<file path="src/rtl/approx_sum_corrector_if.sv">
// Operand/approx-sum request channel and corrected-result response channel
// between an approximate adder under test and its correction checker.
interface approx_sum_corrector_if #(
  parameter int N = 16,
  parameter int M = 4
);
  localparam int NSEG = N / M;

  logic            in_valid;
  logic            in_ready;
  logic [N-1:0]    in1;
  logic [N-1:0]    in2;
  logic [N:0]      approx_res;
  logic            out_valid;
  logic            out_ready;
  logic [N:0]      exact_res;
  logic [NSEG-1:0] err_mask;
  logic            err_flag;
  logic [N:0]      err_mag;

  modport master (
    output in_valid, in1, in2, approx_res, out_ready,
    input  in_ready, out_valid, exact_res, err_mask, err_flag, err_mag
  );

  modport slave (
    input  in_valid, in1, in2, approx_res, out_ready,
    output in_ready, out_valid, exact_res, err_mask, err_flag, err_mag
  );
endinterface

</file>
<file path="src/rtl/approx_sum_corrector.sv">
// Rebuilds the exact sum of two operands one M-bit segment per cycle, compares it
// against an approximate adder's result and keeps saturating accuracy statistics.
module approx_sum_corrector #(
  parameter int N     = 16,
  parameter int M     = 4,
  parameter int CNT_W = 16
) (
  input  logic                 clk,
  input  logic                 rst_n,
  approx_sum_corrector_if.slave bus,
  input  logic                 stat_clr,
  output logic [CNT_W-1:0]     op_cnt,
  output logic [CNT_W-1:0]     err_cnt
);
  localparam int NSEG = N / M;
  localparam int KW   = (NSEG > 1) ? $clog2(NSEG) : 1;
  localparam logic [CNT_W-1:0] CNT_MAX = '1;

  typedef enum logic [1:0] {IDLE, SCAN, FINAL, DONE} state_e;

  state_e          state_q;
  logic [N-1:0]    a_q, b_q;
  logic [N:0]      ap_q;
  logic            carry_q;
  logic [KW-1:0]   k_q;
  logic [N:0]      exact_q;
  logic [NSEG-1:0] mask_q;
  logic            flag_q;
  logic [N:0]      mag_q;
  logic            in_ready_q, out_valid_q;
  logic [CNT_W-1:0] op_cnt_q, op_cnt_d, err_cnt_q, err_cnt_d;

  logic [M-1:0]    seg_a, seg_b, seg_ap;
  logic [M:0]      seg_sum;
  logic [N:0]      exact_full;
  logic [N+1:0]    diff, diff_neg;
  logic [N:0]      mag_d;
  logic            hs;

  always_comb begin
    seg_a      = a_q[int'(k_q)*M +: M];
    seg_b      = b_q[int'(k_q)*M +: M];
    seg_ap     = ap_q[int'(k_q)*M +: M];
    seg_sum    = {1'b0, seg_a} + {1'b0, seg_b} + {{M{1'b0}}, carry_q};
    // Final carry is still in carry_q while FINAL writes it into bit N.
    exact_full = {carry_q, exact_q[N-1:0]};
    diff       = {1'b0, exact_full} - {1'b0, ap_q};
    diff_neg   = '0 - diff;
    mag_d      = diff[N+1] ? diff_neg[N:0] : diff[N:0];
  end

  assign hs = (state_q == DONE) && out_valid_q && bus.out_ready;

  always_comb begin
    op_cnt_d  = op_cnt_q;
    err_cnt_d = err_cnt_q;
    if (stat_clr) begin
      op_cnt_d  = '0;
      err_cnt_d = '0;
    end else if (hs) begin
      if (op_cnt_q != CNT_MAX) op_cnt_d = op_cnt_q + 1'b1;
      if (flag_q && (err_cnt_q != CNT_MAX)) err_cnt_d = err_cnt_q + 1'b1;
    end
  end

  always_ff @(posedge clk or negedge rst_n) begin
    if (!rst_n) begin
      state_q     <= IDLE;
      a_q         <= '0;
      b_q         <= '0;
      ap_q        <= '0;
      carry_q     <= 1'b0;
      k_q         <= '0;
      exact_q     <= '0;
      mask_q      <= '0;
      flag_q      <= 1'b0;
      mag_q       <= '0;
      in_ready_q  <= 1'b0;
      out_valid_q <= 1'b0;
      op_cnt_q    <= '0;
      err_cnt_q   <= '0;
    end else begin
      op_cnt_q  <= op_cnt_d;
      err_cnt_q <= err_cnt_d;
      unique case (state_q)
        IDLE: begin
          if (bus.in_valid && in_ready_q) begin
            a_q        <= bus.in1;
            b_q        <= bus.in2;
            ap_q       <= bus.approx_res;
            carry_q    <= 1'b0;
            k_q        <= '0;
            mask_q     <= '0;
            in_ready_q <= 1'b0;
            state_q    <= SCAN;
          end else begin
            in_ready_q <= 1'b1;
          end
        end
        SCAN: begin
          exact_q[int'(k_q)*M +: M] <= seg_sum[M-1:0];
          carry_q                   <= seg_sum[M];
          mask_q[k_q]               <= (seg_sum[M-1:0] != seg_ap);
          k_q                       <= k_q + 1'b1;
          if (k_q == KW'(NSEG - 1)) state_q <= FINAL;
        end
        FINAL: begin
          exact_q[N] <= carry_q;
          flag_q     <= (|mask_q) | (carry_q != ap_q[N]);
          mag_q      <= mag_d;
          state_q    <= DONE;
        end
        DONE: begin
          if (!out_valid_q) begin
            out_valid_q <= 1'b1;
          end else if (bus.out_ready) begin
            out_valid_q <= 1'b0;
            in_ready_q  <= 1'b1;
            state_q     <= IDLE;
          end
        end
        default: state_q <= IDLE;
      endcase
    end
  end

  assign bus.in_ready  = in_ready_q;
  assign bus.out_valid = out_valid_q;
  assign bus.exact_res = exact_q;
  assign bus.err_mask  = mask_q;
  assign bus.err_flag  = flag_q;
  assign bus.err_mag   = mag_q;
  assign op_cnt        = op_cnt_q;
  assign err_cnt       = err_cnt_q;
endmodule
</file>
<file path="src/flat_wrapper.sv">
// flat-port wrapper written by rule: the top's interface ports become plain ports
module approx_sum_corrector_flat 
#(
  parameter int N     = 16,
  parameter int M     = 4,
  parameter int CNT_W = 16
)
  (clk, rst_n, stat_clr, op_cnt, err_cnt, bus_in_valid, bus_in1, bus_in2, bus_approx_res, bus_out_ready, bus_in_ready, bus_out_valid, bus_exact_res, bus_err_mask, bus_err_flag, bus_err_mag);
  approx_sum_corrector_if #(.N(N), .M(M)) bus_i ();
  input  logic clk;
  input  logic rst_n;
  input  logic stat_clr;
  output logic [CNT_W-1:0] op_cnt;
  output logic [CNT_W-1:0] err_cnt;
  input wire logic [$bits(bus_i.in_valid)-1:0] bus_in_valid;
  input wire logic [$bits(bus_i.in1)-1:0] bus_in1;
  input wire logic [$bits(bus_i.in2)-1:0] bus_in2;
  input wire logic [$bits(bus_i.approx_res)-1:0] bus_approx_res;
  input wire logic [$bits(bus_i.out_ready)-1:0] bus_out_ready;
  output wire logic [$bits(bus_i.in_ready)-1:0] bus_in_ready;
  output wire logic [$bits(bus_i.out_valid)-1:0] bus_out_valid;
  output wire logic [$bits(bus_i.exact_res)-1:0] bus_exact_res;
  output wire logic [$bits(bus_i.err_mask)-1:0] bus_err_mask;
  output wire logic [$bits(bus_i.err_flag)-1:0] bus_err_flag;
  output wire logic [$bits(bus_i.err_mag)-1:0] bus_err_mag;
  assign bus_i.in_valid = bus_in_valid;
  assign bus_i.in1 = bus_in1;
  assign bus_i.in2 = bus_in2;
  assign bus_i.approx_res = bus_approx_res;
  assign bus_i.out_ready = bus_out_ready;
  assign bus_in_ready = bus_i.in_ready;
  assign bus_out_valid = bus_i.out_valid;
  assign bus_exact_res = bus_i.exact_res;
  assign bus_err_mask = bus_i.err_mask;
  assign bus_err_flag = bus_i.err_flag;
  assign bus_err_mag = bus_i.err_mag;
  approx_sum_corrector #(.N(N), .M(M), .CNT_W(CNT_W)) u_core (.clk(clk), .rst_n(rst_n), .bus(bus_i), .stat_clr(stat_clr), .op_cnt(op_cnt), .err_cnt(err_cnt));
endmodule
</file>
<file path="config.mk">
export PLATFORM = sky130hd
export DESIGN_NAME = approx_sum_corrector_flat
export DESIGN_NICKNAME = d
export VERILOG_FILES = /design/src/rtl/approx_sum_corrector_if.sv /design/src/rtl/approx_sum_corrector.sv /design/src/flat_wrapper.sv
export SDC_FILE = /design/constraint.sdc
export NUM_CORES = 1
export LEC_CHECK = 0
export CAP_MARGIN = 20
export CORE_MARGIN = 10
export CORE_UTILIZATION = 29
export CTS_CLUSTER_SIZE = 8
export DETAILED_ROUTE_END_ITERATION = 8
export GPL_ROUTABILITY_DRIVEN = 0
export PLACE_DENSITY = 0.56
export REMOVE_ABC_BUFFERS = 1
export SLEW_MARGIN = 5
export SYNTH_ARGS = -nofsm -noshare
export SYNTH_HDL_FRONTEND = slang
export SYNTH_SLANG_ARGS = --single-unit
</file>
<file path="constraint.sdc">
create_clock -name clk -period 4.4 [get_ports clk]
set_clock_uncertainty 0.15 [all_clocks]
set_input_delay 0.88 -clock clk [delete_from_list [all_inputs] [get_ports clk]]
set_output_delay 0.88 -clock clk [all_outputs]
set_load 0.005 [all_outputs]
</file>
======== Yosys cells after proc, flatten, opt, wreduce, memory -nomap -nowiden ========
Index checks and enable logic that the tools add are counted.
cells by class
  add/sub/neg operators ................... 8
  $lt $le $gt $ge ......................... 2
  equal/unequal tests ..................... 12
  shift-type cells ........................ 5
  muxes and demuxes ....................... 29
  bitwise gates (word level) .............. 1
  reductions and logical operators ........ 19
operators with widths
  kind                                                   count
  2-to-1 mux 16 bit                                      6
  negation 4 -> 33 bit                                   1
  variable shift 4 x 33 -> 17 bit, first input constant  1
  variable part select 4 x 33 -> 17 bit                  1
  adder 16 x 1 -> 16 bit, second input constant          2
  inequality test 16 bit, second input constant          2
  variable part select 16 x 5 -> 4 bit                   2
  subtractor 17 x 17 -> 18 bit                           1
  bitwise mux 17 bit                                     1
  2-to-1 mux 17 bit                                      1
  variable part select 17 x 5 -> 4 bit                   1
  subtractor 1 x 17 -> 17 bit, first input constant      1
  nonzero test 2 bit                                     6
  2-to-1 mux 2 bit                                       5
  one-hot mux 2 bit (4 select lines)                     1
  one-hot mux 4 bit (2 select lines)                     1
  AND reduction 2 bit                                    4
  2-to-1 mux 1 bit                                       7
  equality test 2 bit, second input constant             3
  inequality test 2 x 1 -> 1 bit, second input constant  3
  one-hot mux 1 bit (2 select lines)                     3
  adder 4 x 4 -> 5 bit                                   1
  adder 5 x 1 -> 5 bit                                   1
  logical AND 1 bit                                      5
  16 further kinds                                       16
word-level totals
  bits in registers ....................... 127
  input port bits ......................... 54
  logic and storage cells ................. 91

======== Depth between registers and ports, before layout ========
  depth after elaboration ................. 6
  depth in mapped cells ................... 13
  gate-level depth less buffers ........... 13

======== Worst setup path before layout ========
No wires, ideal clock.
  path type ............................... register to register
  start point ............................. register u_core.k_q[0]
  end point ............................... register u_core.mask_q[0] (netlist: u_core.bus.err_mask[0])
  library setup time ...................... 121 ps
  arrival ................................. 3300 ps
  setup slack ............................. 829 ps
  stages on the path, launching flop included .. 10
  path buffers ............................ 2
  period minus slack after synthesis ...... 3571 ps
  cells stage by stage .................... dfrtp_1 clkbuf_1 clkbuf_1 mux4_2 fa_1 inv_1 fa_1 xor2_1 a41oi_1 a22o_1
between the ends
  longest elaborated chain between the ends .. 6
RTL lines
  what                                                                        RTL line                                                 RTL
  from (decl)                                                                 approx_sum_corrector.sv:25                               logic [KW-1:0] k_q;
  from (signal assigned)                                                      approx_sum_corrector.sv:104                              k_q <= k_q + 1'b1;
  variable part select 16 x 5 -> 4 bit (tied with other cells)                approx_sum_corrector.sv:41                               seg_a = a_q[int'(k_q)*M +: M];
  adder 4 x 4 -> 5 bit / logical AND 1 bit (equally long branches)            approx_sum_corrector.sv:44, approx_sum_corrector.sv:103
  adder 5 x 1 -> 5 bit / 2-to-1 mux 1 bit (equally long branches)             approx_sum_corrector.sv:44, approx_sum_corrector.sv:103
  inequality test 4 bit / demux 1 bit (select 2 bit) (equally long branches)  --
  bitwise mux 4 bit *                                                         approx_sum_corrector.sv:103                              mask_q[k_q] <= (seg_sum[M-1:0] != seg_ap);
  one-hot mux 4 bit (2 select lines) *                                        approx_sum_corrector.sv:85                               unique case (state_q)
  to (signal, indexed assignment)                                             approx_sum_corrector.sv:103
  to (decl)                                                                   approx_sum_corrector.sv:27                               logic [NSEG-1:0] mask_q;
Every way passes the cells marked *; elsewhere a longest branch is shown, timed or not.
A chain may end at the register's enable or synchronous reset.

======== Worst setup path after layout ========
  start point ............................. register u_core.exact_q[0] (netlist: u_core.bus.exact_res[0])
  end point ............................... register u_core.mag_q[16] (netlist: u_core.bus.err_mag[16])
between the ends
  longest elaborated chain between the ends .. 3
RTL lines
  what                               RTL line                     RTL
  from (decl)                        approx_sum_corrector.sv:26   logic [N:0] exact_q;
  from (signal, indexed assignment)  approx_sum_corrector.sv:101  exact_q[int'(k_q)*M +: M] <= seg_sum[M-1:0];
  from (signal, indexed assignment)  approx_sum_corrector.sv:108  exact_q[N] <= carry_q;
  subtractor 17 x 17 -> 18 bit *     approx_sum_corrector.sv:47   diff = {1'b0, exact_full} - {1'b0, ap_q};
  subtractor 1 x 17 -> 17 bit        approx_sum_corrector.sv:48   diff_neg = '0 - diff;
  2-to-1 mux 17 bit *                approx_sum_corrector.sv:49   mag_d = diff[N+1] ? diff_neg[N:0] : diff[N:0];
  to (signal assigned)               approx_sum_corrector.sv:110  mag_q <= mag_d;
  to (decl)                          approx_sum_corrector.sv:29   logic [N:0] mag_q;
Marks and branches as above.

==> results.md <==
- Startpoint Class: flip-flop
- Setup Crit Path Kind: reg2reg
- Min-delay src: u_core.a_q[10]
- Total number of vias: 5176
- Worst-path clk slew: 0.06 ns
- Initial antenna violation count: 0
- Cell depth of the worst flop-to-flop path: 13
- Global Route Usage Sum: 12.3%
- R2R setup slack: 0.72 ns
- Slew at the pin closest to its max-slew limit: 0.917 ns
- Clk sink count: 127
- WP buf/inv: 2
- Syn_area_per_cell: 10.8 um2
- Worst hold path type: reg2reg
- Max-slew violations: 0
- Post-route total power: 7110 uW
- CTS Buf Count: 17
- DR WL/cell: 16.6 um
- Largest net degree at the start of global routing: 70
- Filler Cell Count: 2318
- Layout area overhead: 33.6%
- Number of global-route vias before repair: 5399
- Core ar.: 23600 um2
- Final Hold Vio Count: 0
- Pre-Repair DR Iteration Count: 5
- Post-CTS setup buffers: 0
- Synth unique cells: 61
- Insertion delay to the later sink of the worst-skew pair: 0.42 ns
- Grt ovf: 0
- Min cycle time layout: 3.68 ns
- Most frequent CP cell: inv_1
- Critical path peak fanout: 3
- Clock tree buffer depth: 2
- Worst Hold Path Cells: 1
- Hold_buf cts: 0
- Sw power: 2650 uW
- Ys flop type: dfrtp_1
- Worst endpoint required time: 4.59 ns
- RSZ-0062 raised after global routing: false
- Avg Vias per Cell: 4.63
- Setup TNS: 0 ns
- CP peak stage delay: 0.42 ns
- Inst Count DP: 1086
- Hold_ws: 0.352 ns
- Reg power frac: 26.8%
- Critical path's top delay family: compound AO/OA/AOI/OAI gates
- Count of input and output buffers: 126
- Logic pwr share: 50.6%
- Area of the die: 30800 um2
- CP Cell Sequence: inv_1, ha_1, inv_1, fa_1, a211o_1, a21oi_2, a211oi_1, a221o_1, a41o_1, or3_4, a41oi_1, xnor3_1, a21oi_1
- Switching share of total power: 37.3%
- Fmax: 272 MHz
- Row count: 56
- Min-Delay Endpoint: u_core.a_q[10]
- Post-route non-filler standard cell count: 1118
- Clock network power share: 22.7%
- Power Density: 759 nW/um2
- DRC viols: 0
- Max-slew headroom: 38.9%
- Reg2Reg Launch Point: u_core.bus.exact_res[0]
- Met1 Track Usage GR: 15.5%
- Max cap viols: 0
- Nets: 879
- H-tree levels: 4
- Sequential fraction of the synthesis area: 45.4%
- Final core utilization: 39.6%
- Final Cycle Share: 83.6%
- Cells after synthesis: 649
- M2 GR Usage: 19.3%
- Async SR Flop Fraction: 100%
- Cts repair resizes: 0
- Antenna-violating nets left: 0
- Die H: 175 um
- Register Area: 3180 um2
- Multi-input gate area: 3610 um2
- # diodes: 0
- # IOs: 127
- DRT iter0 DRCs: 203
- Crit end category: flip-flop
- Starting Density: 29.7%
- WP data arrival: 3.87 ns
- Grt met3 use: 4.37%
- Max VDD drop: 0.000406 V
- Yosys reg bits: 127
- Post-DP HPWL: 14.4 mm
- Root Driver: clkbuf_16
- First-pass GRT wire length: 30.0 mm
- Status: completed
- Routed Wire Length: 18.5 mm
- Post-synth EDFFs: 0
- Warnings, synthesis: 0
- Layout cell share with drive strength beyond 1: 14.8%
- Setup violators final: 0
- Pleak: 0.00399 uW
- CP max stage cell: a221o_1
- Netlist Area Pre-Place: 7000 um2
- Reg-to-Reg End: u_core.bus.err_mag[16]
- Busiest metal layer after global routing: met2
- Int Power: 4460 uW
- TritonCTS clock tree: done
- Die X: 175 um
[per-layer routing]
metal	vias up	routed length (um)
met4	0	131
met2	92	8830
met1	2479	8540
li1	2594	-
met5	-	0
met3	11	1040
[layout make-up]
cell class	instances	area share, %
well taps	319	4.27
flip-flops and latches	127	34.0
inverters	40	1.60
multi-input cells	464	38.6
repair buffers	136	14.4
clock buffers	22	4.96
clock inverters	10	2.22
[how the worst max path moves through the flow]
stage	start	end	slack, ns	depth (start not counted)
final	u_core.bus.exact_res[0]	u_core.bus.err_mag[16]	0.72	13
after detailed placement	u_core.bus.exact_res[0]	u_core.bus.err_mag[16]	0.71	13
after floorplan	u_core.bus.exact_res[0]	u_core.bus.err_mag[16]	0.95	13
after global placement	u_core.bus.exact_res[0]	u_core.bus.err_mag[16]	0.76	13
after CTS	u_core.bus.exact_res[0]	u_core.bus.err_mag[16]	0.71	13
after global routing	u_core.bus.exact_res[0]	u_core.bus.err_mag[15]	0.43	13
[sequential cells by signal, summed over array words and instances (netlist names), 2 cells and up]
register and cells:
u_core.bus.err_mag 17, u_core.bus.exact_res 17, u_core.err_cnt 16, u_core.bus.err_mask 4, u_core.a_q 16, u_core.k_q 2
u_core.op_cnt 16, u_core.ap_q 17, u_core.state_q 2, u_core.b_q 16
[metrics by stage]
stage	setup WS, ns	instance area (um2)
floorplan	0.948	6940
global placement	0.757	8690
detailed placement	0.711	8690
CTS	0.709	9360
global route	0.425	9360
finish	0.722	9360
[power groups by stage]
stage / combinational (uW) / sequential, uW / clock (uW)
floorplan: 2520 / 1850 / 0
global placement: 3600 / 1920 / 0
detailed placement: 3630 / 1930 / 0
CTS: 3650 / 1920 / 1660
global route: 4020 / 1970 / 1700
finish: 3590 / 1900 / 1610
[Yosys cell counts (7+ instances only)]
master      n  area [um2]
a21oi_1    36         180
nand3_1    11        55.1
ha_1       36         450
inv_1      40         150
o21ai_0    23         115
xor2_1     29         254
a22o_1      9        78.8
nand4_1     9        56.3
clkbuf_1   11        41.3
xnor2_1    23         201
nand2_1    45         169
nor2_1     68         255
buf_1       7        26.3
dfrtp_1   127        3180
or3_1       7        43.8
mux4_2     12         270
mux2_2     55         619
[cell families after synthesis]
logic type | Yosys count | synth area share [%]
flops | 127 | 45.4
buf+inv | 58 | 3.11
compound gates | 123 | 11.9
mux | 73 | 13.6
simple gates | 176 | 11.8
xor+xnor | 53 | 6.82
fa+ha+maj | 39 | 7.29
[cell usage in the layout, fill, tap and decap left out, types with 12 or more instances in the layout]
cell type / count
dfrtp_1: 127
xnor2_1: 23
inv_1: 40
mux4_2: 12
nand2_1: 45
clkbuf_16: 17
o21ai_0: 23
ha_1: 36
a21oi_1: 36
clkdlybuf4s50_1: 125
nor2_1: 68
mux2_2: 55
xor2_1: 29
(Power assumes the default switching activity.)
